[config.mk]
export PLATFORM = sky130hd
export DESIGN_NAME = diag_cram_seq
export DESIGN_NICKNAME = d
export VERILOG_FILES = /design/src/rtl/diag_cram_seq.sv
export SDC_FILE = /design/constraint.sdc
export NUM_CORES = 1
export LEC_CHECK = 0
export CORE_MARGIN = 1.5
export CORE_UTILIZATION = 47
export CTS_BUF_LIST = sky130_fd_sc_hd__clkbuf_2
export DETAILED_ROUTE_END_ITERATION = 6
export MAX_ROUTING_LAYER = met4
export PLACE_DENSITY = 0.84
export SLEW_MARGIN = 10
export SYNTH_ARGS = -nofsm -noshare
export SYNTH_HDL_FRONTEND = slang
export SYNTH_SLANG_ARGS = --single-unit
[constraint.sdc]
create_clock -name clk_diag_h -period 3.7 [get_ports clk_diag_h]
set_input_delay 0.37 -clock clk_diag_h [delete_from_list [all_inputs] [get_ports clk_diag_h]]
set_output_delay 0.37 -clock clk_diag_h [all_outputs]
set_load 0.01 [all_outputs]
[src/rtl/diag_cram_seq.sv]
// Diagnostic-side initiator that loads or reads back one CRAM word by stepping
// DIAG function codes, load/read strobes and EBUS data through SETUP/STROBE/HOLD.
module diag_cram_seq #(
  parameter int STROBE_CYCLES = 2
) (
  input  logic         clk_diag_h,
  input  logic         mr_reset_l,
  input  logic         start_h,
  input  logic         write_h,
  input  logic         abort_h,
  input  logic [0:10]  adr,
  input  logic [0:83]  wdata,
  output logic         busy_h,
  output logic         done_h,
  output logic [0:83]  rdata,
  output logic [6:0]   diag_func,
  output logic         diag_load_h,
  output logic         diag_read_h,
  output logic [0:35]  ebus_out,
  output logic         ebus_out_en_h,
  input  logic [0:35]  ebus_in
);

  localparam logic [2:0] S_IDLE   = 3'd0;
  localparam logic [2:0] S_SETUP  = 3'd1;
  localparam logic [2:0] S_STROBE = 3'd2;
  localparam logic [2:0] S_HOLD   = 3'd3;
  localparam logic [2:0] S_DONE   = 3'd4;

  localparam logic [2:0] STB_LAST = 3'(STROBE_CYCLES - 1);

  logic [2:0]  state;
  logic [2:0]  cnt;
  logic [2:0]  step;
  logic        wr_p0;
  logic [0:10] adr_p0;
  logic [0:83] wdata_p0;
  logic [6:0]  func_cur;
  logic        active;
  logic        last_step;
  logic        is_load;
  logic        is_read;

  function automatic logic [6:0] step_func(input logic wr, input logic [2:0] idx);
    logic [6:0] f;
    f = 7'o000;
    if (wr) begin
      case (idx)
        3'd0:    f = 7'o051;
        3'd1:    f = 7'o052;
        3'd2:    f = 7'o053;
        3'd3:    f = 7'o054;
        3'd4:    f = 7'o050;
        default: f = 7'o000;
      endcase
    end else begin
      case (idx)
        3'd0:    f = 7'o051;
        3'd1:    f = 7'o140;
        3'd2:    f = 7'o141;
        3'd3:    f = 7'o142;
        default: f = 7'o000;
      endcase
    end
    return f;
  endfunction

  assign func_cur  = step_func(wr_p0, step);
  assign active    = (state == S_SETUP) || (state == S_STROBE) || (state == S_HOLD);
  assign last_step = wr_p0 ? (step == 3'd4) : (step == 3'd3);
  assign is_load   = (func_cur[6:3] == 4'b0101);
  assign is_read   = (func_cur[6:3] == 4'b1100);

  // Control state and read-back word; abort overrides any step progress, including a pending sample.
  always_ff @(posedge clk_diag_h or negedge mr_reset_l) begin
    if (!mr_reset_l) begin
      state <= S_IDLE;
      cnt   <= 3'd0;
      step  <= 3'd0;
      wr_p0 <= 1'b0;
      rdata <= '0;
    end else if (abort_h && (state != S_IDLE)) begin
      state <= S_IDLE;
    end else begin
      case (state)
        S_IDLE: begin
          if (start_h) begin
            state <= S_SETUP;
            step  <= 3'd0;
            wr_p0 <= write_h;
          end
        end
        S_SETUP: begin
          state <= S_STROBE;
          cnt   <= 3'd0;
        end
        S_STROBE: begin
          if (cnt == STB_LAST) begin
            state <= S_HOLD;
            case (func_cur)
              7'o140:  rdata[0:35]  <= ebus_in;
              7'o141:  rdata[36:71] <= ebus_in;
              7'o142:  rdata[72:83] <= ebus_in[24:35];
              default: ;
            endcase
          end else begin
            cnt <= cnt + 3'd1;
          end
        end
        S_HOLD: begin
          if (last_step) begin
            state <= S_DONE;
          end else begin
            state <= S_SETUP;
            step  <= step + 3'd1;
          end
        end
        S_DONE:  state <= S_IDLE;
        default: state <= S_IDLE;
      endcase
    end
  end

  // Operand capture at start; data path only, so no reset.
  always_ff @(posedge clk_diag_h) begin
    if ((state == S_IDLE) && start_h) begin
      adr_p0   <= adr;
      wdata_p0 <= wdata;
    end
  end

  assign busy_h        = active;
  assign done_h        = (state == S_DONE);
  assign diag_func     = active ? func_cur : 7'o000;
  assign ebus_out_en_h = active && is_load;
  assign diag_load_h   = (state == S_STROBE) && is_load;
  assign diag_read_h   = (state == S_STROBE) && is_read;

  // Outputs decode straight from the async-reset state, so reset drops strobes without a clock.
  always_comb begin
    ebus_out = '0;
    if (ebus_out_en_h) begin
      case (func_cur)
        7'o051:  ebus_out[25:35] = adr_p0;
        7'o052:  ebus_out        = wdata_p0[0:35];
        7'o053:  ebus_out        = wdata_p0[36:71];
        7'o054:  ebus_out[24:35] = wdata_p0[72:83];
        default: ebus_out        = '0;
      endcase
    end
  end

endmodule

==> flow_metrics.py <==
metrics = {
    "floorplanning": {
        "initial_core_util_pct": 48.05,
        "boundaryPins": 268,
        "fp.dieW_um": 130.4,
        "die_height_um": 130.4,
        "die-area_mm2": 0.01701,
        "core_mm2": 0.01589,
        "num_rows": 46,
    },
    "detailed_routing": {
        "postRouteAntennaNets": 0,
        "drtIter0Drc": 264,
        "drcViolationCount": 0,
        "vias": 5195,
        "route.detailed.wl_per_inst_um": 18.91,
        "detail_route.first_pass.iterations": 4,
        "wl_um": 18830,
        "via_per_inst": 5.216,
    },
    "clock_network": {
        "ctsRootBufferMaster": "clkbuf_2",
        "htree_num_levels": 4,
        "max-clock-path-buffers": 2,
        "numCtsBuffers": 17,
        "clk_latency_ns": 0.74,
        "cts_tree": "done",
        "path_clk_slew_ns": 0.27,
        "clock_sinks": 189,
    },
    "layout": {
        "fin_cells": 996,
        "diodes": 0,
        "layout_common_cells": "248 x clkdlybuf4s50_1, 95 x edfxtp_1, 93 x dfrtp_1, 50 x nor2_1, 49 x mux2_2",
        "final_common_cell": "clkdlybuf4s50_1",
        "nNetsFinal": 911,
        "drive_above_1_share_pct": 19.74,
        "area_growth_pct": 44.21,
        "fillers": 1046,
        "fin_area_mm2": 0.01101,
    },
    "worst_hold_path": {
        "min_path_type": "primary input to register",
        "hold-path-cell-count": 1,
    },
    "power": {
        "p_per_area_mw_per_mm2": 514.9,
        "leakage_nw": 4.781,
        "ir_worst_vdd_v": 0.0004406,
        "p_total_mw": 5.668,
    },
    "sta": {
        "hold_violations": 0,
        "drv_slew": 0,
        "fin_skew_ns": 0.03565,
        "worstMarginPinSlew_ns": 0.8646,
        "finalSetupViolCount": 0,
        "clock.fmax_mhz": 278.0,
        "period_share_pct": 97.21,
        "relSlewSlack_pct": 42.36,
        "min_period_ns": 3.597,
        "setup_slack_ns": 0.1032,
    },
    "global_route": {
        "grt_antenna_before_repair": 0,
        "grt_pass1_vias": 5378,
        "grt_pass1_wl_um": 27470,
        "grt_max_degree": 96,
        "track_usage_pct": 21.97,
        "grt_overflow": 0,
    },
    "logic_synthesis": {
        "yosys_register_bits": 189,
        "postSynth.asyncResetShare_pct": 49.74,
        "synthFlopType": "edfxtp_1",
        "syn_inst": 487,
        "synth-edff-count": 95,
        "yosys_warnings": 0,
        "synthesis.area_mm2": 0.007634,
        "syn-num-nets": 630,
        "avgSynthCellArea_um2": 15.67,
        "ys_seq_area_share_pct": 68.19,
        "synth.distinct_cells": 46,
    },
    "setup_path": {
        "timing_worst_setup_path_type": "register to output pin",
        "end_kind": "output pin",
        "cp.required_ns": 3.33,
        "startpoint_type": "register",
        "rr_worst_depth": 8,
        "crit_arrival_ns": 3.23,
        "cp_max_fo": 14,
    },
    "place": {
        "place_area_mm2": 0.01053,
        "port_buffers": 266,
        "dp_hpwl_um": 13410,
        "place_inst": 957,
        "dp_slack_ns": 0.4707,
        "gp_congestion": 0.8906,
    },
    "run_status": {
        "outcome": "finished, final reports clean",
    },
    "job": {
        "cap_violations": 0,
    },
}
==> area by class of cell <==
cell class	instances	area, um2	share of cell area [%]
Inverter	9	35.03	0.3183
Tap cell	216	270.3	2.455
Sequential cell	189	5206	47.29
Multi-Input combinational cell	265	2375	21.57
Timing Repair Buffer	286	2900	26.35
Clock inverter	13	131.4	1.193
Clock buffer	18	90.09	0.8184
==> through the flow <==
step                TNS (ns)  hold WS [ns]  utilization [%]
floorplan                  0       0.07441                -
global placement           0        0.4739            66.26
detailed placement         0        0.4808            66.26
CTS                        0       0.06527            68.13
global route          -1.396       0.03571            69.30
finish                     0        0.1455            69.30
==> critical path, stage by stage, from the launching register on <==
cell and delay, ns:
dfrtp_1 0.47, inv_1 0.14, ha_4 0.22, nor2_4 0.18, a32oi_1 0.17, nor2_1 0.20, buf_6 0.19, o21ba_2 0.24
o21a_1 0.15, clkdlybuf4s50_1 0.54
==> cell usage after synthesis (2+ instances only) <==
library cell / number / area [um2]
mux2_1: 6 / 67.56
nand3_1: 6 / 30.03
nand4_1: 2 / 12.51
and2_1: 4 / 25.02
clkbuf_1: 13 / 48.80
o21a_1: 11 / 82.58
ha_1: 7 / 87.58
mux2i_1: 11 / 110.1
buf_2: 2 / 10.01
nor2_1: 52 / 195.2
a22o_1: 11 / 96.34
nand2_1: 7 / 26.28
buf_6: 8 / 90.09
or4b_1: 2 / 20.02
dfrtp_1: 94 / 2352
a22oi_1: 26 / 195.2
nor3_1: 5 / 25.02
edfxtp_1: 95 / 2853
o21ai_0: 9 / 45.04
mux2_4: 30 / 450.4
inv_1: 9 / 33.78
mux2_2: 49 / 551.8
or2_2: 2 / 12.51
nand2b_1: 4 / 25.02
==> registers in the layout (all words and copies together), names as in the netlist <==
signal / cells
adr_p0: 11
cnt: 3
rdata: 84
state: 3
step: 3
wdata_p0: 84
wr_p0: 1
==> routing by layer <==
metal	track usage [%]	up-vias	part of all wire, %
met5	-	-	0
met4	6.141	0	1.7
met3	7.370	30	8.7
met2	36.10	264	50
met1	26.01	2539	40
li1	-	2362	-
==> final timing paths <==
check | start | endpoint | slack (ns)
max | step[0]$_DFFE_PN0P_ | ebus_out[29] | 0.10
min | adr[10] | adr_p0[10]$_DFFE_PP_ | 0.15
max reg2reg | step[0]$_DFFE_PN0P_ | rdata[64]$_DFFE_PN0P_ | 0.53
min reg2reg | rdata[7]$_DFFE_PN0P_ | rdata[7]$_DFFE_PN0P_ | 0.52
max in group asynchronous | mr_reset_l | rdata[64]$_DFFE_PN0P_ | 2.52
min in group asynchronous | mr_reset_l | rdata[6]$_DFFE_PN0P_ | 0.27
==> kinds of logic after synthesis <==
logic type | Yosys count | synth area share (%)
flip-flops | 189 | 68.19
multiplexers | 96 | 15.46
AND/OR/NAND/NOR | 89 | 5.606
AO/OA/AOI/OAI | 70 | 6.901
buffers and inverters | 34 | 2.541
adder cells (fa/ha/maj) | 7 | 1.147
other | 1 | 0.04913
XOR/XNOR | 1 | 0.1148
==> power breakdown <==
part	leakage (nW)	total, mW	switching (mW)	internal [mW]
logic	2.45	2.01	1.06	0.949
clock network	0.133	0.986	0.724	0.262
registers	2.20	2.67	0.123	2.55
total	4.78	5.67	1.91	3.76
==> timing repair <==
item                       CTS  global route
buffers inserted             0             5
gates resized for setup     15            34
pin swaps                    0             0
gates cloned                 0             2
setup endpoints to repair   36            31
hold buffers                 1             0
hold endpoints to repair    68             0
No activity file was read; power rests on OpenSTA's default activity.
